$ cat src/rtl/sprite_cmd_unit_if.sv
// Sprite engine request bus: one req/ack transaction per sprite instruction.
// Latency: n/a (wires only); read data is valid in the same cycle as spr_ack.
// Backpressure: spr_req is held with stable fields until spr_ack or the unit gives up.
// Ports (master = command unit, slave = sprite engine):
//   spr_req, spr_addr[7:0], spr_action[3:0], spr_we, spr_wdata[31:0]  master -> slave
//   spr_ack, spr_rdata[31:0]                                          slave  -> master
interface sprite_cmd_unit_if;
    logic        spr_req;
    logic [7:0]  spr_addr;
    logic [3:0]  spr_action;
    logic        spr_we;
    logic [31:0] spr_wdata;
    logic        spr_ack;
    logic [31:0] spr_rdata;

    modport master (
        output spr_req, spr_addr, spr_action, spr_we, spr_wdata,
        input  spr_ack, spr_rdata
    );

    modport slave (
        input  spr_req, spr_addr, spr_action, spr_we, spr_wdata,
        output spr_ack, spr_rdata
    );
endinterface

$ cat src/rtl/sprite_cmd_unit.sv
// EX-stage sprite command unit: turns one sprite instruction into one engine req/ack transaction.
// Latency: stall asserts in the issue cycle; result/valid one cycle after spr_ack (or timeout).
// Backpressure: sprite_stall holds ID/EX while the transaction is open; DONE persists under hlt.
// Ports: clk, rst (sync, active-high), flush, hlt, EX_* sprite fields from ID/EX,
//        spr (engine bus, master side), sprite_stall, spr_result/_valid, spr_wb_en,
//        spr_dst_reg, spr_err.
module sprite_cmd_unit #(
    parameter int TIMEOUT = 256,
    parameter int CNT_W   = 9
) (
    input  logic              clk,
    input  logic              rst,
    input  logic              flush,
    input  logic              hlt,
    input  logic [7:0]        EX_sprite_addr,
    input  logic [3:0]        EX_sprite_action,
    input  logic              EX_sprite_use_imm,
    input  logic              EX_sprite_re,
    input  logic              EX_sprite_we,
    input  logic              EX_sprite_use_dst_reg,
    input  logic [13:0]       EX_sprite_imm,
    input  logic [31:0]       EX_t_data,
    input  logic [4:0]        EX_dst_reg,
    sprite_cmd_unit_if.master spr,
    output logic              sprite_stall,
    output logic [31:0]       spr_result,
    output logic              spr_result_valid,
    output logic              spr_wb_en,
    output logic [4:0]        spr_dst_reg,
    output logic              spr_err
);

    typedef enum logic [1:0] {
        S_IDLE = 2'd0,
        S_REQ  = 2'd1,
        S_DONE = 2'd2
    } state_t;

    state_t      r_state;
    state_t      w_next;
    logic [CNT_W-1:0] r_cnt;
    logic [7:0]  r_addr;
    logic [3:0]  r_action;
    logic        r_we;
    logic [31:0] r_wdata;
    logic        r_wb;
    logic [4:0]  r_dst;
    logic [31:0] r_result;
    logic        r_err;
    logic        r_flushed;
    logic        r_first;

    logic w_start;
    logic w_timeout;

    assign w_start   = (r_state == S_IDLE) && (EX_sprite_re || EX_sprite_we) && !flush && !hlt;
    // An ack in the last allowed cycle beats the timeout.
    assign w_timeout = (r_state == S_REQ) && !spr.spr_ack && (r_cnt == CNT_W'(TIMEOUT - 1));

    always_comb begin
        w_next = r_state;
        case (r_state)
            S_IDLE:  if (w_start) w_next = S_REQ;
            S_REQ:   if (spr.spr_ack || w_timeout) w_next = S_DONE;
            // Holding DONE under hlt keeps the still-present instruction from reissuing.
            S_DONE:  if (!hlt) w_next = S_IDLE;
            default: w_next = S_IDLE;
        endcase
    end

    always_comb begin
        // Request and stall drop in the reset cycle itself, not one cycle later.
        spr.spr_req      = (r_state == S_REQ) && !rst;
        sprite_stall     = (w_start || (r_state == S_REQ)) && !rst;
        spr_result_valid = (r_state == S_DONE) && r_first;
        spr_wb_en        = (r_state == S_DONE) && r_first && r_wb && !r_err && !r_flushed;
    end

    assign spr.spr_addr   = r_addr;
    assign spr.spr_action = r_action;
    assign spr.spr_we     = r_we;
    assign spr.spr_wdata  = r_wdata;
    assign spr_result     = r_result;
    assign spr_dst_reg    = r_dst;
    assign spr_err        = r_err;

    always_ff @(posedge clk) begin
        if (rst) begin
            r_state   <= S_IDLE;
            r_cnt     <= '0;
            r_addr    <= '0;
            r_action  <= '0;
            r_we      <= 1'b0;
            r_wdata   <= '0;
            r_wb      <= 1'b0;
            r_dst     <= '0;
            r_result  <= '0;
            r_err     <= 1'b0;
            r_flushed <= 1'b0;
            r_first   <= 1'b0;
        end else begin
            r_state <= w_next;
            case (r_state)
                S_IDLE: begin
                    if (w_start) begin
                        r_addr    <= EX_sprite_addr;
                        r_action  <= EX_sprite_action;
                        r_we      <= EX_sprite_we;   // write wins when re and we are both set
                        r_wdata   <= EX_sprite_use_imm ? {18'b0, EX_sprite_imm} : EX_t_data;
                        r_wb      <= EX_sprite_re && !EX_sprite_we && EX_sprite_use_dst_reg;
                        r_dst     <= EX_dst_reg;
                        r_err     <= 1'b0;
                        r_cnt     <= '0;
                        r_flushed <= 1'b0;
                    end
                end
                S_REQ: begin
                    r_cnt <= r_cnt + CNT_W'(1);
                    // A flushed instruction still finishes its engine transaction,
                    // it just must not write back.
                    if (flush) r_flushed <= 1'b1;
                    if (spr.spr_ack) begin
                        r_result <= r_we ? 32'd0 : spr.spr_rdata;
                        r_first  <= 1'b1;
                    end else if (w_timeout) begin
                        r_result <= 32'd0;
                        r_err    <= 1'b1;
                        r_first  <= 1'b1;
                    end
                end
                S_DONE: begin
                    r_first <= 1'b0;
                end
                default: begin
                    r_first <= 1'b0;
                end
            endcase
        end
    end

endmodule

$ cat src/flat_wrapper.sv
// flat-port wrapper written by rule: the top's interface ports become plain ports
module sprite_cmd_unit_flat 
#(
    parameter int TIMEOUT = 256,
    parameter int CNT_W   = 9
)
  (clk, rst, flush, hlt, EX_sprite_addr, EX_sprite_action, EX_sprite_use_imm, EX_sprite_re, EX_sprite_we, EX_sprite_use_dst_reg, EX_sprite_imm, EX_t_data, EX_dst_reg, sprite_stall, spr_result, spr_result_valid, spr_wb_en, spr_dst_reg, spr_err, spr_spr_req, spr_spr_addr, spr_spr_action, spr_spr_we, spr_spr_wdata, spr_spr_ack, spr_spr_rdata);
  sprite_cmd_unit_if spr_i ();
  input  logic clk;
  input  logic rst;
  input  logic flush;
  input  logic hlt;
  input  logic [7:0] EX_sprite_addr;
  input  logic [3:0] EX_sprite_action;
  input  logic EX_sprite_use_imm;
  input  logic EX_sprite_re;
  input  logic EX_sprite_we;
  input  logic EX_sprite_use_dst_reg;
  input  logic [13:0] EX_sprite_imm;
  input  logic [31:0] EX_t_data;
  input  logic [4:0] EX_dst_reg;
  output logic sprite_stall;
  output logic [31:0] spr_result;
  output logic spr_result_valid;
  output logic spr_wb_en;
  output logic [4:0] spr_dst_reg;
  output logic spr_err;
  output wire logic [$bits(spr_i.spr_req)-1:0] spr_spr_req;
  output wire logic [$bits(spr_i.spr_addr)-1:0] spr_spr_addr;
  output wire logic [$bits(spr_i.spr_action)-1:0] spr_spr_action;
  output wire logic [$bits(spr_i.spr_we)-1:0] spr_spr_we;
  output wire logic [$bits(spr_i.spr_wdata)-1:0] spr_spr_wdata;
  input wire logic [$bits(spr_i.spr_ack)-1:0] spr_spr_ack;
  input wire logic [$bits(spr_i.spr_rdata)-1:0] spr_spr_rdata;
  assign spr_spr_req = spr_i.spr_req;
  assign spr_spr_addr = spr_i.spr_addr;
  assign spr_spr_action = spr_i.spr_action;
  assign spr_spr_we = spr_i.spr_we;
  assign spr_spr_wdata = spr_i.spr_wdata;
  assign spr_i.spr_ack = spr_spr_ack;
  assign spr_i.spr_rdata = spr_spr_rdata;
  sprite_cmd_unit #(.TIMEOUT(TIMEOUT), .CNT_W(CNT_W)) u_core (.clk(clk), .rst(rst), .flush(flush), .hlt(hlt), .EX_sprite_addr(EX_sprite_addr), .EX_sprite_action(EX_sprite_action), .EX_sprite_use_imm(EX_sprite_use_imm), .EX_sprite_re(EX_sprite_re), .EX_sprite_we(EX_sprite_we), .EX_sprite_use_dst_reg(EX_sprite_use_dst_reg), .EX_sprite_imm(EX_sprite_imm), .EX_t_data(EX_t_data), .EX_dst_reg(EX_dst_reg), .spr(spr_i), .sprite_stall(sprite_stall), .spr_result(spr_result), .spr_result_valid(spr_result_valid), .spr_wb_en(spr_wb_en), .spr_dst_reg(spr_dst_reg), .spr_err(spr_err));
endmodule
$ cat config.mk
export PLATFORM = sky130hd
export DESIGN_NAME = sprite_cmd_unit_flat
export DESIGN_NICKNAME = d
export VERILOG_FILES = /design/src/rtl/sprite_cmd_unit_if.sv /design/src/rtl/sprite_cmd_unit.sv /design/src/flat_wrapper.sv
export SDC_FILE = /design/constraint.sdc
export NUM_CORES = 1
export LEC_CHECK = 0
export CORE_MARGIN = 1.5
export CORE_UTILIZATION = 37
export DETAILED_ROUTE_END_ITERATION = 7
export PLACE_DENSITY = 0.79
export SLEW_MARGIN = 10
export SYNTH_ARGS = -nofsm -noshare
export SYNTH_HDL_FRONTEND = slang
export SYNTH_SLANG_ARGS = --single-unit
$ cat constraint.sdc
create_clock -name clk -period 1.9 [get_ports clk]
set_input_delay 0.57 -clock clk [delete_from_list [all_inputs] [get_ports clk]]
set_output_delay 0.57 -clock clk [all_outputs]
set_load 0.02 [all_outputs]
==> summary.md, run 1 <==
| Metric | Value |
|---|---|
| Largest area contributor in the netlist | `dfxtp_1` |
| First-pass GRT wire length | `20100 um` |
| Post-Syn Area per Cell | `8.64 um2` |
| H-tree depth | `3` |
| CP startpoint kind | `flip-flop` |
| Synth top area share | `47.9%` |
| Std-Cell Rows | `38` |
| Setup total negative slack | `-198 ps` |
| Post-CTS Hold Fix Bufs | `0` |
| Flip-flop and latch area | `1950 um2` |
| Final WS setup | `-92.0 ps` |
| Fin util | `61.5%` |
| GR Util met3 | `3.63%` |
| Crit path required time | `1330 ps` |
| DIE WIDTH | `108 um` |
| Dpl cell area | `6230 um2` |
| WP data arrival | `1420 ps` |
| Fillers | `928` |
| Syn Inst Count | `469` |
| Vias per Instance | `5.40` |
| Core box area | `10700 um2` |
| Worst min path class | `reg2reg` |
| Final Max Slew Viols | `0` |
| Final Cell Area | `6610 um2` |
| Clock latency on the worst-skew pair | `360 ps` |
| Asr flop ratio synth | `0%` |
| Synth cell types | `41` |
| Clk buf depth | `2` |
| Ys flop type | `dfxtp_1` |
| Sequential area share after synthesis | `47.9%` |
| Final setup violation count | `4` |
| Antenna cell count | `0` |
| Power density over the cells | `663 nW/um2` |
| DR pass1 iterations | `5` |
| Antenna violations before repair | `0` |
| Grt met1 use | `25.4%` |
| DRC viols | `0` |
| FF+latch count, synth | `97` |
| Min cycle time layout | `1990 ps` |
| Pre-CTS setup slack | `-842 ps` |
| Slew headroom | `64.7%` |
| Routed WL | `13000 um` |
| Die area | `11600 um2` |
| WL/cell | `16.3 um` |
| Mapped Area | `4050 um2` |
| Layout overhead on the synthesized area | `63.2%` |
| Worst-path fanout max | `6` |
| DP Wirelength | `8890 um` |
| Most instantiated cells after synthesis | `dfxtp_1 (97), a21oi_1 (92), nand2_1 (44)` |
| Final Cycle Share | `105%` |
| Worst-Margin Slew | `529 ps` |
| Multi-input combinational cell area | `1920 um2` |
| Dominant cells by area after synthesis | `dfxtp_1 (48%), a21oi_1 (11%), o21ai_1 (4.7%), o21ai_0 (4.2%), nand2_1 (4.1%)` |
| CTS Buf Count | `9` |
| Largest net degree at the start of global routing | `52` |
| RSZ-0062 raised after global routing | `yes` |
| Synth Net Count | `575` |
| Vias | `4311` |
| Top-count cell post-synth | `dfxtp_1` |
| GPL Wtd Cong | `0.792` |
| CP endpoint kind | `output port` |
| Die Span Y | `108 um` |
| Worst-case vdd ir drop | `0.426 mV` |
| Fmax | `502 MHz` |
| Starting Density | `37.7%` |
| Yosys warning count | `0` |
| DRT antenna net count | `0` |
| Met2 Usage GRT | `38.9%` |
| Clk_skew | `13.6 ps` |
| GRT Overall Usage | `21.5%` |
| Initial DRC count | `348` |
| Max-Cap Viols | `0` |
| Vias in the first global route | `4152` |
| Post-synth EDFFs | `0` |
| IO buf count | `190` |
| Final hold slack | `480 ps` |
| Reg clk slew, reported paths | `100 ps` |
| Global route hottest layer | `met2` |
| Fin nets | `759` |
| Failing checks | `negative setup slack` |
| Critical path class | `reg2out` |
| Hold Violations, Final | `0` |
| Grt ovf | `0` |
| CTS root buf | `clkbuf_8` |
| CTS tree | `yes` |
| Clock Sinks | `97` |
| Share of layout cells above drive strength 1 | `11.1%` |
| Worst R2R Setup Slack | `110 ps` |
| Ports | `191` |
| Status | `complete, but fails checks` |
| Leak pwr | `0.00337 uW` |
==> per-stage QoR <==
stage          cells  power [uW]
6_report         798        4390
3_5_place_dp     778        3000
3_3_place_gp     778        2980
5_1_grt          798        4570
4_1_cts          796        4430
2_1_floorplan    469        2540
==> repair_timing <==
action	4_1_cts	5_1_grt
gates resized for setup	56	71
setup endpoints to repair	88	116
setup buffers	3	2
pin swaps	4	4
==> kinds of logic (layout without fill, tap and decap cells) <==
group | Yosys count | after routing | synth area share [%]
and+or+nand+nor | 110 | 110 | 15.4
AOI/OAI and AO/OA | 193 | 193 | 26.1
DFF | 97 | 97 | 47.9
adders and majority gates | 2 | 2 | 0.617
muxes | 15 | 15 | 3.74
buffers and inverters | 52 | 241 | 6.24
==> worst max-delay path, cell delays in order, from the launching register on <==
cell and delay [ps]:
dfxtp_2 370, nor4_4 320, nand2_4 100, a21oi_4 130
buf_6 130
==> cell type report <==
cell class | count | area share [%]
timing repair buffer | 222 | 35.6
sequential | 97 | 29.4
clock inverter | 5 | 1.19
tap | 140 | 2.65
clock buffer | 11 | 1.99
inverter | 3 | 0.170
multi-input combinational | 320 | 29.0
==> metal layers <==
layer	up-vias	share of wire (%)	wire length, um
met5	-	0	0
met4	0	2.7	355
met3	29	5.3	689
met2	171	52	6710
met1	2047	40	5230
li1	2064	-	-
==> cells in the final DEF, fill, tap and decap left out, drive strengths merged, types with 2 or more instances in the layout <==
cell           count
dfxtp             97
nor2b              2
clkinv             2
nand3             19
nor2               7
dlymetal6s2s      59
buf               37
clkdlybuf4s50     98
ha                 2
dlygate4sd2       27
a211oi            15
o211ai             4
nand2b             5
a311oi             2
nor3               2
clkbuf            11
inv                4
nand4b            18
o21ai             73
bufinv             2
a21oi             92
a41oi              2
nand2             44
mux2i             14
nor4               2
or4                2
nand3b             2
or3                2
==> worst paths after layout <==
path                         from                  endpoint  cells past startpoint
min reg2reg  u_core.spr_result[3]      u_core.spr_result[3]                      2
max             u_core.r_state[0]              sprite_stall                      4
min          u_core.spr_result[3]      u_core.spr_result[3]                      2
max reg2reg     u_core.r_state[1]  u_core.spr.spr_wdata[15]                      6
==> power by group <==
part / switching (uW) / internal [uW] / total [uW] / leakage [uW]
Clock: 706 / 744 / 1450 / 0.000108
Sequential: 35.5 / 2100 / 2140 / 0.000788
Combinational: 384 / 416 / 800 / 0.00248
Power figures use the tool's default switching activity.
==> run 2: changes to the inputs <==
Settings changed: CORE_UTILIZATION 37 to 56, DONT_BUFFER_PORTS from default to 1, PLACE_DENSITY 0.79 to 0.77.
==> run 2 against run 1 <==
Net effect:
- the run still ends with negative setup slack left
- core utilization increased by 2.1 points
- hold slack worse by 190 ps
- clock power increased by 5%
- critical endpoint unchanged
==> summary.md, run 2 (same netlist as run 1, synthesis figures left out) <==
| Metric | Value |
|---|---|
| Final setup violation count | `1 (-3)` |
| DP Wirelength | `6270 um (-29%)` |
| Ports | `191 (unchanged)` |
| Part of the power in the clock network | `37.6% (+4.5 points)` |
| Largest net degree at the start of global routing | `104 (+100%)` |
| WL/cell | `17.4 um (+6.6%)` |
| Clock latency on the worst-skew pair | `360 ps (about the same)` |
| GPL Wtd Cong | `0.859 (+8.5%)` |
| Worst-case vdd ir drop | `0.425 mV (-0.39%)` |
| Switching power | `995 uW (-12%)` |
| Worst-path fanout max | `5 (-1)` |
| Final Max Slew Viols | `0 (unchanged)` |
| DR pass1 iterations | `5 (unchanged)` |
| Slew headroom | `65.8% (+1.1 points)` |
| DRT antenna net count | `0 (unchanged)` |
| Antenna cell count | `0 (unchanged)` |
| Antenna violations before repair | `0 (unchanged)` |
| CTS root buf | `clkbuf_8` |
| IO buf count | `0 (-100%)` |
| Failing checks | `negative setup slack` |
| Dpl cell area | `4100 um2 (-34%)` |
| GRT Overall Usage | `23.5% (+1.9 points)` |
| Die area | `7760 um2 (-33%)` |
| Clk buf depth | `2 (unchanged)` |
| CTS Buf Count | `9 (unchanged)` |
| Fin nets | `556 (-27%)` |
| Hold Violations, Final | `0 (unchanged)` |
| Commonest cells after routing, fill and taps aside | `dfxtp_1 (94), a21oi_1 (91), nand2_1 (43), o21ai_1 (39), o21ai_0 (33)` |
| Register share of total power | `55.2% (+6.5 points)` |
| Routed WL | `9560 um (-26%)` |
| Finished Layout Cells | `551 (-31%)` |
| Die Span Y | `88.1 um (-18%)` |
| Worst min path class | `in2reg` |
| CP startpoint kind | `flip-flop` |
| Total power | `4030 uW (-8.1%)` |
| First-pass GRT wire length | `14300 um (-29%)` |
| Std-Cell Rows | `30 (-21%)` |
| Initial DRC count | `193 (-45%)` |
| Clock Sinks | `97 (unchanged)` |
| Fin util | `63.6% (+2.1 points)` |
| Final Cell Area | `4400 um2 (-34%)` |
| Clk_skew | `16.0 ps (+2.36 ps)` |
| Core box area | `6910 um2 (-36%)` |
| Leak pwr | `0.00142 uW (-58%)` |
| Reg clk slew, reported paths | `90 ps (about the same)` |
| Final WS setup | `-2.50 ps (+89.5 ps)` |
| Net Sw Frac | `24.7% (-0.99 points)` |
| Fmax | `526 MHz (+4.7%)` |
| Critical path class | `reg2out` |
| Max-Cap Viols | `0 (unchanged)` |
| Vias per Instance | `6.24 (+15%)` |
| Share of layout cells above drive strength 1 | `12.7% (+1.7 points)` |
| Layout overhead on the synthesized area | `8.46%` |
| Placed insts | `532 (-32%)` |
| Vias in the first global route | `3147 (-24%)` |
| RSZ-0062 raised after global routing | `yes` |
| Power density over the cells | `917 nW/um2 (+38%)` |
| DRC viols | `0 (unchanged)` |
| Final Cycle Share | `100% (-4.7 points)` |
| Grt ovf | `0 (unchanged)` |
| CTS tree | `yes` |
| Cell chain of the critical path | `nor4_4 > nand2_4 > a21oi_4` |
| Starting Density | `58.7% (+21 points)` |
| Crit path required time | `1330 ps (about the same)` |
| DIE WIDTH | `88.1 um (-18%)` |
| Post-CTS Hold Fix Bufs | `0 (unchanged)` |
| Min cycle time layout | `1900 ps (-89.5 ps)` |
| H-tree depth | `3 (unchanged)` |
| Max incr delay on CP | `380 ps (about the same)` |
| Combinational power share | `7.2% (-11 points)` |
| Vias | `3437 (-20%)` |
| WP data arrival | `1330 ps (-90 ps)` |
| Commonest non-fill, non-tap cell in the layout | `dfxtp_1` |
| Status | `complete, but fails checks` |
| Critical path's slowest cell | `dfxtp_4` |
| Worst-Margin Slew | `513 ps (-16.3 ps)` |
| Internal power | `3040 uW (-6.8%)` |
| CP endpoint kind | `output port` |
==> run 2: changes by cell type in the layout (fill, tap and decap cells not counted), sizes merged <==
cell,change
clkinvlp,+1
dlymetal6s2s,-59
buf,-18
clkinv,-1
clkdlybuf4s50,-98
dlygate4sd2,-27
clkdlybuf4s15,-1
==> run 2: path summary, 6_finish.rpt <==
path / end / cells past startpoint / start / slack (ps)
setup / recovery: sprite_stall / 3 / u_core.r_state[1] / -3
hold / removal: u_core.spr_result[24] / 1 / rst / 290
setup reg to reg: u_core.spr.spr_wdata[13] / 5 / u_core.r_state[1] / 90
hold reg to reg: u_core.r_flushed / 2 / u_core.r_flushed / 480
==> run 2: final cells by class <==
class / count / area [um2]
repair buffers: 19 / 155
flip-flops and latches: 97 / 1950
clock inverters: 5 / 85.1
well taps: 96 / 120
multi-input cells: 320 / 1920
fillers: 593 / 2510
clock buffers: 11 / 151
inverters: 3 / 11.3
==> run 2: timing repair <==
item                       CTS  global route
pin swaps                    1             4
buffers inserted             2             1
resized for setup            8             6
setup endpoints to repair   11            40
==> run 2: worst max-delay path, delay by kind of cell (launching register included) <==
family	cells	cell delay, ps
and+or+nand+nor	2	390
DFF	1	380
AOI/OAI and AO/OA	1	210
==> run 2: metal layers <==
| layer | share of wire, % | wire length [um] | track usage (%) |
|---|---|---|---|
| met1 | 39 | 3760 | 26.8 |
| met5 | 0 | 0 | 0 |
| met2 | 50 | 4820 | 40.9 |
| met3 | 8.4 | 806 | 6.41 |
| met4 | 1.8 | 175 | 10.5 |
==> run 2: power by group through the flow <==
stage          Sequential (uW)  Clock [uW]  Combinational [uW]
2_1_floorplan             2260           0                 280
3_3_place_gp              2270           0                 278
3_5_place_dp              2270           0                 286
4_1_cts                   2230        1550                 291
5_1_grt                   2230        1630                 325
6_report                  2230        1520                 292
==> run 2: metrics by stage <==
step                setup slack, ps  hold slack [ps]  setup TNS, ps
floorplan                     -5.57              446          -5.57
global route                  -77.2              248           -128
global placement               93.6              451              0
finish                        -2.50              287          -2.50
detailed placement             57.8              466              0
CTS                           -89.5              256           -105
